File: src/rtl/if_id_stage.sv
// rtl/if_id_stage.sv - IF stage PC register, IF/ID pipeline register and stall-overrun monitor
// Optional performance counters are enabled by defining IF_ID_PERF_CNT_EN.
module if_id_stage (
   input  logic        clk,
   input  logic        reset,
   input  logic        PCWrite,
   input  logic        IF_ID_Write,
   input  logic        Branch_Taken,
   input  logic [31:0] Branch_Target,
   output logic [31:0] imem_addr,
   input  logic [31:0] imem_rdata,
   output logic [31:0] PC,
   output logic [31:0] IF_ID_Instr,
   output logic [31:0] IF_ID_PCPlus4,
   output logic        IF_ID_Valid,
   output logic        Stall_Overrun,
   output logic [31:0] Stall_Count,
   output logic [31:0] Flush_Count
);

   typedef enum logic [1:0] {
      ST_RUN = 2'd0,
      ST_S1  = 2'd1,
      ST_S2  = 2'd2,
      ST_OVR = 2'd3
   } mon_state_t;

   logic [31:0] pc_q, pc_d;
   logic [31:0] instr_q, instr_d;
   logic [31:0] pc4_q, pc4_d;
   logic        valid_q, valid_d;
   mon_state_t  state_q, state_d;

   logic        stall;
   logic        redirect;
   logic [31:0] pc_plus4;

   // A taken branch seen during a stall is dropped: its ID operands are stale.
   assign stall    = ~IF_ID_Write;
   assign redirect = Branch_Taken & ~stall;
   assign pc_plus4 = pc_q + 32'd4;

   always_comb begin
      pc_d    = pc_q;
      instr_d = instr_q;
      pc4_d   = pc4_q;
      valid_d = valid_q;
      if (PCWrite) begin
         pc_d = redirect ? Branch_Target : pc_plus4;
      end
      if (IF_ID_Write) begin
         if (redirect) begin
            instr_d = 32'h0000_0000;
            pc4_d   = 32'h0000_0000;
            valid_d = 1'b0;
         end else begin
            instr_d = imem_rdata;
            pc4_d   = pc_plus4;
            valid_d = 1'b1;
         end
      end
   end

   always_comb begin
      state_d = state_q;
      case (state_q)
         ST_RUN:  state_d = stall ? ST_S1  : ST_RUN;
         ST_S1:   state_d = stall ? ST_S2  : ST_RUN;
         ST_S2:   state_d = stall ? ST_OVR : ST_RUN;
         ST_OVR:  state_d = ST_OVR;
         default: state_d = ST_RUN;
      endcase
   end

   always_ff @(posedge clk) begin
      if (reset) begin
         pc_q    <= 32'h0000_0000;
         instr_q <= 32'h0000_0000;
         pc4_q   <= 32'h0000_0000;
         valid_q <= 1'b0;
         state_q <= ST_RUN;
      end else begin
         pc_q    <= pc_d;
         instr_q <= instr_d;
         pc4_q   <= pc4_d;
         valid_q <= valid_d;
         state_q <= state_d;
      end
   end

`ifdef IF_ID_PERF_CNT_EN
   logic [31:0] stall_cnt_q, stall_cnt_d;
   logic [31:0] flush_cnt_q, flush_cnt_d;

   always_comb begin
      stall_cnt_d = stall_cnt_q;
      flush_cnt_d = flush_cnt_q;
      if (stall && (stall_cnt_q != 32'hFFFF_FFFF)) begin
         stall_cnt_d = stall_cnt_q + 32'd1;
      end
      if (redirect && (flush_cnt_q != 32'hFFFF_FFFF)) begin
         flush_cnt_d = flush_cnt_q + 32'd1;
      end
   end

   always_ff @(posedge clk) begin
      if (reset) begin
         stall_cnt_q <= 32'h0000_0000;
         flush_cnt_q <= 32'h0000_0000;
      end else begin
         stall_cnt_q <= stall_cnt_d;
         flush_cnt_q <= flush_cnt_d;
      end
   end

   assign Stall_Count = stall_cnt_q;
   assign Flush_Count = flush_cnt_q;
`else
   assign Stall_Count = 32'h0000_0000;
   assign Flush_Count = 32'h0000_0000;
`endif

   assign imem_addr     = pc_q;
   assign PC            = pc_q;
   assign IF_ID_Instr   = instr_q;
   assign IF_ID_PCPlus4 = pc4_q;
   assign IF_ID_Valid   = valid_q;
   assign Stall_Overrun = (state_q == ST_OVR);

endmodule

File: config.mk
export PLATFORM = sky130hd
export DESIGN_NAME = if_id_stage
export DESIGN_NICKNAME = d
export VERILOG_FILES = /design/src/rtl/if_id_stage.sv
export SDC_FILE = /design/constraint.sdc
export NUM_CORES = 1
export LEC_CHECK = 0
export CORE_MARGIN = 2
export CORE_UTILIZATION = 30
export DETAILED_ROUTE_END_ITERATION = 6
export PLACE_DENSITY = 0.67
export SKIP_LAST_GASP = 1
export SLEW_MARGIN = 20
export SYNTH_ARGS = -nofsm -noshare
export SYNTH_HDL_FRONTEND = slang
export SYNTH_SLANG_ARGS = --single-unit
File: constraint.sdc
create_clock -name clk -period 2.01 [get_ports clk]
set_input_delay 0.603 -clock clk [delete_from_list [all_inputs] [get_ports clk]]
set_output_delay 0.603 -clock clk [all_outputs]
set_load 0.03 [all_outputs]
==> results.md, run 1 <==
* Die Y-Extent at 138 um
* Fraction of registers with async set/reset at 0%
* Crit path required time at between 1 and 1.5 ns
* Setup_tns at 0 ns
* RR Startpoint: PC[2]
* EDFF count, synth at 0
* Crit path launch type: flip-flop
* Place WS at -0.322 ns
* Cell Chain, Critical Path: clkdlybuf4s50_1
* Largest net degree at the start of global routing at 52
* CP top delay family: buffers and inverters
* Clock Skew at about 0.0085 ns
* Max Slew Vio Count at 0
* Clock sinks at 99
* Row cnt at 49
* Crit Path Category: flip-flop to primary output
* Vias in the first global route at 4,886
* Layout area overhead at 45.8%
* Routed WL at 16,400 um
* R2R setup slack at 0.13 ns
* Final period utilization at 98.6%
* Post-synthesis sequential area ratio at a little under two fifths
* Fill count at 1,782
* First-pass GRT wire length at 26,100 um
* Commonest non-fill, non-tap cell in the layout: clkdlybuf4s50_1
* Pwr/cell area at 659 mW/mm^2
* Final GP Congestion at 0.831
* Vias/cell at 4.78
* Max-cap violations at 0
* FF-to-FF End: PC[26]
* Antenna viol nets, final at 0
* Die span in x at 138 um
* Crit. Startpoint: IF_ID_PCPlus4[2]
* R2R depth at 7
* I/O pin total at 263
* CP max-delay cell: clkdlybuf4s50_1
* Vias at roughly 5,100
* DRC errors left at 0
* Top_reg_cell synth: dfxtp_1
* WP depth at 1
* Netlist cell types at between 60 and 70
* Hold WS at ~0.45 ns
* Post-DP HPWL at 12,200 um
* Finished layout cell area at 0.00787 mm^2
* Layout cells sized above 1 at 13.2%
* Peak supply drop at 470 uV
* Status: completed
* Starting DRT DRC Count at 307
* Clock slew at reported path FFs at 0.06 ns
* Max H-tree Level at 3
* Clk_lat worst skew at 0.35 ns
* Leak at 3.74 nW
* Area after DPL at 0.00749 mm^2
* N_diodes at 0
* Total number of yosys warnings at 0
* Antenna violations before repair at 0
* Hold Vio Cnt, Final at 0
* Initial Util at 30.3%
* Num CTS Buffers at 9
* Crit path arrival time at approximately 1.4 ns
* Leading cell types in the layout, fill and taps excluded: clkdlybuf4s50_1, dfxtp_1, nor2_1
* Total gr overflow at 0
* Nets at around 910
* IO buf count at 198
* FF+latch count, synth at 99
* Final WS setup at 0.0273 ns
* Crit path largest cell delay at 0.70 ns
* Root Buffer: clkbuf_16
* Synthesized instance count at 650
* Max clock buf depth at 2
* Max Freq at 0.504 GHz
* Worst path bufs/invs at 1
* CP endpoint kind: primary output
* Max FO, Critical Path at 2
* CTS tree: built
* Crit path to: IF_ID_PCPlus4[2]
* DR WL/cell at approximately 15 um
* Endpoints failing setup at 0
* DRT Pass-1 Iters at 5
* Die area at 0.0191 mm^2
* Core area at around 0.018 mm^2
* Synth Area per Inst at 8.30 um^2
* Hold crit path type: flip-flop to flip-flop
* Min cycle time layout at roughly 2.0 ns
* Overall global routing resource usage at between 10% and 20%
* Synth Cell Area at 0.00540 mm^2
* Final core utilization at 44.2%
==> timing repair <==
item,CTS,global route
setup endpoints to repair,66,31
resized for setup,65,32
setup buffers,1,1
pin swaps,1,2
hold buffers,0,0
==> cell usage after synthesis (4+ instances only) <==
cell type	instances	area, um^2
and3_1	9	56.3
clkbuf_1	24	90.1
inv_1	12	45.0
buf_4	100	751
nor3_1	5	25.0
xnor2_1	18	158
nor2_1	78	293
xor2_1	10	87.6
o21ai_0	33	165
buf_2	6	30.0
dfxtp_1	99	1980
o32ai_1	7	61.3
clkbuf_8	5	68.8
o31a_1	5	43.8
nand4_1	10	62.6
nand2_1	61	229
a22oi_1	46	345
nand3_1	18	90.1
a21oi_1	25	125
or3_1	5	31.3
o31ai_1	4	30.0
buf_1	6	22.5
==> kinds of logic (layout without fill, tap and decap cells) <==
group | Yosys count | in the layout | share of synthesized area (%)
multiplexers | 4 | 4 | 0.812
buffers and inverters | 156 | 286 | 19.2
adder cells (fa/ha/maj) | 1 | 1 | 0.232
AO/OA/AOI/OAI | 144 | 144 | 18.1
AND/OR/NAND/NOR | 217 | 217 | 20.4
XOR/XNOR | 28 | 28 | 4.55
flip-flops | 99 | 99 | 36.7
other | 1 | 64 | 0.0695
==> final cells by class <==
class | count | area, um^2 | share of cell area (%)
repair buffers | 258 | 2570 | 32.6
inverters | 12 | 45.0 | 0.573
flip-flops and latches | 99 | 1990 | 25.3
well taps | 229 | 287 | 3.64
multi-input cells | 458 | 2620 | 33.4
clock buffers | 10 | 239 | 3.04
clock inverters | 6 | 113 | 1.43
==> flip-flops by register name, summed over array words and instances, names as in the netlist <==
| name | count |
|---|---|
| IF_ID_Instr | 32 |
| IF_ID_PCPlus4 | 32 |
| PC | 32 |
| state_q | 2 |
| IF_ID_Valid | 1 |
==> per-layer routing <==
layer / global-route usage, % / part of all wire, % / vias to the layer above / wire [um]
met2: 29.7 / 49 / 214 / 8010
met4: 5.59 / 1.6 / 0 / 265
li1: - / - / 2474 / -
met3: 4.75 / 7.6 / 17 / 1250
met5: 0 / 0 / - / 0
met1: 20.0 / 42 / 2415 / 6890
==> per-stage QoR <==
step	power (mW)	std cells
3_3_place_gp	3.21	1054
5_1_grt	5.39	1072
2_1_floorplan	2.87	713
6_report	5.18	1072
3_5_place_dp	3.22	1054
4_1_cts	5.24	1071
==> power breakdown <==
group | internal (mW) | total (mW) | switching [mW] | leakage (nW)
sequential | 2.03 | 2.09 | 0.0619 | 0.808
combinational | 0.406 | 1.04 | 0.638 | 2.77
clock | 1.25 | 2.05 | 0.799 | 0.161
total | 3.69 | 5.18 | 1.50 | 3.74
==> how the worst min path moves through the flow <==
stage                                 start                end  slack [ns]  cells past startpoint
after global routing      IF_ID_PCPlus4[23]  IF_ID_PCPlus4[23]        0.48                      2
after CTS                 IF_ID_PCPlus4[22]  IF_ID_PCPlus4[22]        0.46                      2
final                     IF_ID_PCPlus4[18]  IF_ID_PCPlus4[18]        0.45                      2
after detailed placement  IF_ID_PCPlus4[22]  IF_ID_PCPlus4[22]        0.44                      2
after global placement    IF_ID_PCPlus4[23]  IF_ID_PCPlus4[23]        0.43                      2
after floorplan                  state_q[1]         state_q[0]        0.47                      2
Note: power is estimated with default switching activity, not from simulation.
==> run 2, diff against run 1 <==
Settings changed: GPL_TIMING_DRIVEN set to 0.
==> run 2 against run 1 <==
Net effect: critical path depth unchanged; via count increased by 5.5%; cell area is 6.5% higher; hold slack got worse by 0.00099 ns; largest cell class is now buffers.
==> results.md, run 2 (synthesis results as in run 1) <==
* Status: completed (unchanged)
* Antenna viol nets, final at 0 (unchanged)
* Die Y-Extent at 138 um (unchanged)
* CTS tree: built (unchanged)
* Max Slew Vio Count at 0 (unchanged)
* CP max-delay cell: clkdlybuf4s50_1 (unchanged)
* Worst path bufs/invs at 1 (unchanged)
* Start point of the worst hold path: IF_ID_PCPlus4[17] (was IF_ID_PCPlus4[18])
* Final core utilization at 47.1% (was 44.2%)
* Peak supply drop at 418 uV (was 470 uV)
* DRT Pass-1 Iters at 5 (unchanged)
* Slew of the pin with the lowest slew margin at between 0.6 and 0.7 ns
* CP top delay family: buffers and inverters (unchanged)
* DRC errors left at 0 (unchanged)
* Root Buffer: clkbuf_16 (unchanged)
* Row cnt at 49 (unchanged)
* Layout cells sized above 1 at 22.0% (was 13.2%)
* Crit path largest cell delay at 0.69 ns (was 0.70 ns)
* Cell Chain, Critical Path: clkdlybuf4s50_1 (unchanged)
* Hold Path End: IF_ID_PCPlus4[17] (was IF_ID_PCPlus4[18])
* Commonest non-fill, non-tap cell in the layout: buf_4 (was clkdlybuf4s50_1)
* Antenna violations before repair at 0 (unchanged)
* Max FO, Critical Path at 2 (unchanged)
* Cell depth of the worst hold path at 2 (unchanged)
* Crit path arrival time at 1.38 ns (about the same)
* Crit path launch type: flip-flop (unchanged)
* Max clock buf depth at 2 (unchanged)
* Max H-tree Level at 3 (unchanged)
* FF-to-FF End: PC[23] (was PC[26])
* Fill count at 1,786 (was 1,782)
* Leak at 4.20 nW (was 3.74 nW)
* Initial Util at 30.3% (unchanged)
* Hold Vio Cnt, Final at 0 (unchanged)
* Pwr/cell area at 619 mW/mm^2 (was 659 mW/mm^2)
* IO buf count at 196 (was 198)
* R2R depth at 5 (was 7)
* Clock Skew at 0.00980 ns (was 0.00854 ns)
* CP endpoint kind: primary output (unchanged)
* Relative slew slack at 56.4%
* RSZ-0062 raised after global routing: yes
* DR WL/cell at 15.9 um (was 15.3 um)
* I/O pin total at 263 (unchanged)
* Die span in x at 138 um (unchanged)
* Layout area overhead at 55.2% (was 45.8%)
* Total gr overflow at 0 (unchanged)
* N_diodes at 0 (unchanged)
* Hold_buf cts at 0 (unchanged)
* Crit Path Category: flip-flop to primary output (unchanged)
* Hold crit path type: flip-flop to flip-flop (unchanged)
* Nets at 1,002 (was 908)
* Max Freq at 0.505 GHz (was 0.504 GHz)
* Clock slew at reported path FFs at 0.07 ns (was 0.06 ns)
* Core area at 0.0178 mm^2 (unchanged)
* Routed WL at 18,600 um (was 16,400 um)
* Final WS setup at 0.0301 ns (was 0.0273 ns)
* Clk_lat worst skew at 0.36 ns (was 0.35 ns)
* Leading cell types in the layout, fill and taps excluded: buf_4, clkdlybuf4s50_1, nor2_1 (was clkdlybuf4s50_1, dfxtp_1, nor2_1)
* Starting DRT DRC Count at 403 (was 307)
* Crit path required time at 1.41 ns (about the same)
* WP depth at 1 (unchanged)
* Largest net degree at the start of global routing at 16 (was 52)
* Num CTS Buffers at 9 (unchanged)
* Vias in the first global route at 5,061 (was 4,886)
* Crit. Startpoint: IF_ID_Instr[2] (was IF_ID_PCPlus4[2])
* R2R setup slack at 0.08 ns (was 0.13 ns)
* Clock sinks at 99 (unchanged)
* Vias at 5,404 (was 5,120)
* Max-cap violations at 0 (unchanged)
* Post-DP HPWL at 13,900 um (was 12,200 um)
* Final GP Congestion at 0.881 (was 0.831)
* First-pass GRT wire length at 28,100 um (was 26,100 um)
* Endpoints failing setup at 0 (unchanged)
* Place WS at -0.742 ns (was -0.322 ns)
* Overall global routing resource usage at 18.6% (was 17.0%)
* Vias/cell at 4.63 (was 4.78)
* Setup_tns at 0 ns (unchanged)
* Die area at 0.0191 mm^2 (unchanged)
* Min cycle time layout at 1.98 ns (about the same)
* Final period utilization at 98.5% (was 98.6%)
* RR Startpoint: PC[5] (was PC[2])
[run 2: worst max path at each step]
stage / endpoint / slack, ns
3_5_place_dp: IF_ID_PCPlus4[2] / -0.74
3_3_place_gp: IF_ID_Instr[29] / -0.69
4_1_cts: PC[18] / 0.003
5_1_grt: PC[25] / -0.01
2_1_floorplan: PC[25] / 0.01
6_report: IF_ID_Instr[2] / 0.03
[run 2: repair_timing]
action / 4_1_cts / 5_1_grt
pin swaps: 3 / 4
resized for setup: 94 / 62
setup endpoints to repair: 133 / 94
setup buffers: 4 / 8
[run 2: final cells by class]
type                            instances  area (um^2)  share of cell area (%)
Buffer                                144         1020                    12.2
Clock buffer                           12          246                    2.94
Clock inverter                          4         73.8                   0.881
Inverter                               12         45.0                   0.538
Multi-Input combinational cell        458         2650                    31.6
Sequential cell                        99         2020                    24.1
Tap cell                              229          287                    3.42
Timing Repair Buffer                  208         2040                    24.3
[run 2: report_power, final]
| group | internal [mW] | total, mW | leakage, nW | switching [mW] |
|---|---|---|---|---|
| logic | 0.469 | 1.12 | 3.23 | 0.654 |
| clock network | 1.13 | 1.95 | 0.157 | 0.820 |
| registers | 2.03 | 2.11 | 0.816 | 0.0801 |
[run 2: per-stage QoR]
step | area (um^2) | total power, mW | std cells | hold slack, ns
floorplan | 5640 | 2.87 | 713 | 0.470
global placement | 7890 | 3.30 | 1138 | 0.435
detailed placement | 7890 | 3.31 | 1138 | 0.441
CTS | 8190 | 5.19 | 1158 | 0.457
global route | 8380 | 5.36 | 1166 | 0.479
finish | 8380 | 5.18 | 1166 | 0.450
[run 2: per-layer routing]
| layer | vias up | global-route usage, % | part of all wire [%] |
|---|---|---|---|
| met1 | 2473 | 23.2 | 42 |
| met5 | - | 0 | 0 |
| met3 | 17 | 5.47 | 9.0 |
| met2 | 252 | 31.3 | 48 |
| li1 | 2662 | - | - |
| met4 | 0 | 5.42 | 1.3 |
